`src/rtl/cdb_arbiter.sv`:
```
// Round-robin arbiter for the common data bus.
// Each output buffer raises its not_empty as a request. At most one buffer
// gets a one-hot cdb_permit in the same cycle. The highest-priority index
// (rr_ptr) moves one past the last winner, so a held request is served
// within N_REQ unsuppressed cycles. Per-requester wait counters back a
// sticky starvation_error flag that acts as a built-in fairness checker.
module cdb_arbiter #(
  parameter int N_REQ = 4,
  localparam int IDX_WIDTH = (N_REQ > 1) ? $clog2(N_REQ) : 1
) (
  input  logic                 clk,
  input  logic                 reset,
  input  logic [N_REQ-1:0]     request,
  input  logic                 cdb_hold,
  output logic [N_REQ-1:0]     cdb_permit,
  output logic                 cdb_active,
  output logic [IDX_WIDTH-1:0] grant_index,
  output logic                 starvation_error
);

  localparam int CNT_WIDTH = $clog2(N_REQ + 1);
  localparam logic [IDX_WIDTH:0]   N_EXT     = (IDX_WIDTH + 1)'(N_REQ);
  localparam logic [IDX_WIDTH-1:0] LAST_IDX  = IDX_WIDTH'(N_REQ - 1);
  localparam logic [CNT_WIDTH-1:0] CNT_MAX   = CNT_WIDTH'(N_REQ);
  localparam logic [CNT_WIDTH-1:0] CNT_LIMIT = CNT_WIDTH'(N_REQ - 1);

  logic [IDX_WIDTH-1:0] rr_ptr;
  logic [CNT_WIDTH-1:0] wait_cnt [N_REQ];
  logic                 grant_valid;
  logic [IDX_WIDTH:0]   scan_pos;

  // Scan from rr_ptr upward with wrap; the first requester found wins.
  // scan_pos is one bit wider than an index so the wrap is a single subtract
  // and works for any N_REQ, not only powers of two.
  always_comb begin
    cdb_permit  = '0;
    grant_index = '0;
    grant_valid = 1'b0;
    scan_pos    = '0;
    if (!reset && !cdb_hold) begin
      for (int off = 0; off < N_REQ; off++) begin
        scan_pos = {1'b0, rr_ptr} + (IDX_WIDTH + 1)'(off);
        if (scan_pos >= N_EXT) begin
          scan_pos = scan_pos - N_EXT;
        end
        if (!grant_valid && request[scan_pos[IDX_WIDTH-1:0]]) begin
          grant_valid                          = 1'b1;
          cdb_permit[scan_pos[IDX_WIDTH-1:0]] = 1'b1;
          grant_index                          = scan_pos[IDX_WIDTH-1:0];
        end
      end
    end
  end

  assign cdb_active = grant_valid;

  // Priority moves one past the winner; it holds when nothing was granted.
  always_ff @(posedge clk) begin
    if (reset) begin
      rr_ptr <= '0;
    end else if (grant_valid) begin
      rr_ptr <= (grant_index == LAST_IDX) ? '0 : grant_index + 1'b1;
    end
  end

  // Count cycles a requester waits without a permit. Held cycles are not
  // counted. Reaching N_REQ means the round-robin bound was broken.
  always_ff @(posedge clk) begin
    if (reset) begin
      for (int i = 0; i < N_REQ; i++) begin
        wait_cnt[i] <= '0;
      end
      starvation_error <= 1'b0;
    end else if (!cdb_hold) begin
      for (int i = 0; i < N_REQ; i++) begin
        if (request[i] && !cdb_permit[i]) begin
          if (wait_cnt[i] != CNT_MAX) begin
            wait_cnt[i] <= wait_cnt[i] + 1'b1;
          end
          if (wait_cnt[i] >= CNT_LIMIT) begin
            starvation_error <= 1'b1;
          end
        end else begin
          wait_cnt[i] <= '0;
        end
      end
    end
  end

endmodule

```
`config.mk`:
```
export PLATFORM = sky130hd
export DESIGN_NAME = cdb_arbiter
export DESIGN_NICKNAME = d
export VERILOG_FILES = /design/src/rtl/cdb_arbiter.sv
export SDC_FILE = /design/constraint.sdc
export NUM_CORES = 1
export LEC_CHECK = 0
export ABC_AREA = 0
export BUFFER_PORTS_ARGS = -buffer_cell sky130_fd_sc_hd__buf_2
export CAP_MARGIN = 5
export CORE_UTILIZATION = 55
export CTS_CLUSTER_DIAMETER = 150
export CTS_CLUSTER_SIZE = 40
export DETAILED_ROUTE_END_ITERATION = 10
export HOLD_SLACK_MARGIN = 0.08
export PLACE_DENSITY = 0.74
export SLEW_MARGIN = 25
export SYNTH_ARGS = -nofsm -noshare
export SYNTH_HDL_FRONTEND = slang
export SYNTH_SLANG_ARGS = --single-unit
export TNS_END_PERCENT = 1
```
`constraint.sdc`:
```
create_clock -name clk -period 3.8 [get_ports clk]
set_input_delay 0.38 -clock clk [delete_from_list [all_inputs] [get_ports clk]]
set_output_delay 0.38 -clock clk [all_outputs]
set_load 0.03 [all_outputs]
```
==> results.cfg <==
[pwr]
peakVddDrop_mv = 0.1674
p_total_mw = 0.5082
power_density_nw_per_um2 = 282.1
leakage_nw = 0.7705

[critical_path]
crit_family = compound AO/OA/AOI/OAI gates
slowest_stage = dfxtp_1
crit_arrival_ns = 3.22
cp_num_buf_inv = 2
crit_fanout = 12
rrSetupSlack_ns = 0.66
cp-start-kind = register
endpoint_kind = output port
timing.critical_path.required_ns = 3.42
crit_chain = inv_1 > ha_1 > mux2_2 > and3_1 > a2111oi_0 > nor2_1 > a21o_1 > and2_1 > buf_2
criticalPathCategory = register to output port
cpPeakStageDelay_ns = 0.58

[cts]
cts_tree = built
clock_latency_ns = 0.30
clock_sinks = 15
cts_buffer_depth = 2
post-cts-setup-buffers = 0
htree_levels = 1
cts_buffers = 3
root_buffer = clkbuf_4
clkTransAtPathRegs_ns = 0.11
cts_resized = 0
holdBufCountCts = 0

[logic_synthesis]
ys_ff_latch = 15
syn_area_um2 = 1704
synth_flop_cell = edfxtp_1
yosys.area.top_type = edfxtp_1
synth_area_leaders = edfxtp_1 21%, ha_1 15%, inv_1 5.3%, nor2_1 4.8%, dfxtp_1 3.5%
synth_cell_type_count = 55
yosysWarningCount = 0
syn_nets = 230
netlist_instances = 203
synth_commonest_cells = 24 x inv_1, 22 x nor2_1, 20 x ha_1, 12 x edfxtp_1, 12 x nand2_1
avgSynthCellArea_um2 = 8.395
synth_top_area_share_pct = 21.15
synth_edf_count = 12
synthArstFlopShare_pct = 0
ys_seq_area_share_pct = 24.67
synth.most_common_cell = inv_1

[route]
avgViaCountPerCell = 6.267
drt_iter0_drc = 76
final_antenna_net_count = 0
wl_um = 3847
post_drt_wl_per_cell_um = 15.83
vias = 1523
drc_errors = 3
drt_pass1_iterations = 7

[die]
core_um2 = 2853
die_h_um = 57.67
io_pins = 15
floorplan.initialDensity_pct = 59.74
rows = 19
die_x_um = 57.67
die_area_um2 = 3325

[layout]
fillers = 255
nets = 240
area_growth_pct = 5.727
diodes = 0
drive_gt1_share_pct = 16.04

[hold_path]
hold_class = input port to register

[global_route]
grt.total_usage_pct = 24.67
grt_first_pass_wirelength_um = 6403
grt_pass1_vias = 1486
antenna_found_initial = 0
overflow = 0
grt_max_degree = 19

[sta]
worst_slew_pin_slew_ns = 0.5523
fin_setup_tns_ns = 0
fin_ws_ns = 0.2010
hold_viol = 0
drv_slew = 0
setup_viol = 0
fin_crit_ns = 3.599
slew_headroom_pct = 62.23
finalClockSkew_ns = 0.004380
fin_crit_sh_pct = 94.71
rsz0062_at_grt = false
max_freq_ghz = 0.2779
whs_ns = 0.3921

[status]
status = finished, violations left
violations = design-rule violations

[run]
max_cap_viol_count = 0

[placement]
hpwl_um = 2875
place_congestion = 0.8714
place_ws_ns = 0.5964
portBuffers = 14
kinds of logic after synthesis:
kind of cell,count (synthesis),synth area share (%)
flip-flops,15,24.67
AND/OR/NAND/NOR,73,22.25
XOR/XNOR,1,0.5140
AO/OA/AOI/OAI,49,21.29
multiplexers,9,7.930
buffers and inverters,36,8.664
adder cells (fa/ha/maj),20,14.68
metrics by stage:
step,util (%),cells,cell area [um2]
after floorplan,-,203,1704
after global placement,62.19,239,1774
after detailed placement,62.19,239,1774
after CTS,63.16,243,1802
after global routing,63.16,243,1802
final,63.16,243,1802
worst register-to-register path: cells and delay by family (launching register included):
kind / cells / cell delay [ns]
mux: 1 / 0.39
simple gates: 3 / 0.80
compound gates: 2 / 0.33
fa+ha+maj: 1 / 0.38
flops: 1 / 0.58
buf+inv: 2 / 0.40
final timing paths:
kind / depth (start not counted) / from / endpoint
max: 9 / rr_ptr[1]$_SDFFE_PP0P_ / cdb_permit[3]
min: 2 / reset / rr_ptr[0]$_SDFFE_PP0P_
max reg2reg: 9 / rr_ptr[1]$_SDFFE_PP0P_ / wait_cnt[0][0]$_SDFFCE_PP0P_
min reg2reg: 2 / starvation_error$_SDFFE_PP0N_ / starvation_error$_SDFFE_PP0N_
per-layer routing:
metal | up-vias | track usage, % | routed length (um)
li1 | 758 | - | -
met5 | - | 0 | 0
met2 | 53 | 43.19 | 1851
met1 | 706 | 32.10 | 1716
met4 | 0 | 7.483 | 44
met3 | 6 | 2.902 | 235
registers in the layout, summed over array words and instances (netlist names):
signal            flops
rr_ptr                2
starvation_error      1
wait_cnt             12
final cells by class:
class / count / area (um2) / area share, %
clock buffers: 3 / 22.52 / 1.250
clock inverters: 1 / 5.005 / 0.2778
inverters: 25 / 93.84 / 5.208
multi-input cells: 152 / 1136 / 63.06
flip-flops and latches: 15 / 420.4 / 23.33
well taps: 31 / 38.79 / 2.153
repair buffers: 16 / 85.08 / 4.722
power by group:
part / switching, mW / internal, mW / leakage (nW)
Sequential: 0.0109 / 0.191 / 0.157
Combinational: 0.126 / 0.0770 / 0.596
Clock: 0.0640 / 0.0393 / 0.0177
Total: 0.200 / 0.308 / 0.771
layout by cell type, fill, tap and decap left out, types with 2 or more instances in the layout:
cell	count
a211oi_1	2
a21o_1	2
a21oi_1	9
and2_1	3
and3_1	4
buf_2	14
buf_4	2
clkbuf_4	3
dfxtp_1	3
edfxtp_1	12
ha_1	20
inv_1	24
mux2_2	3
mux2i_1	3
mux4_2	2
nand2_1	12
nand2b_1	4
nand3_1	4
nand4_1	2
nor2_1	22
nor3_1	10
o211ai_1	3
o21ai_0	8
o21bai_1	4
o22ai_1	4
o31a_1	2
o31ai_1	2
Note: power is estimated with default switching activity, not from simulation.
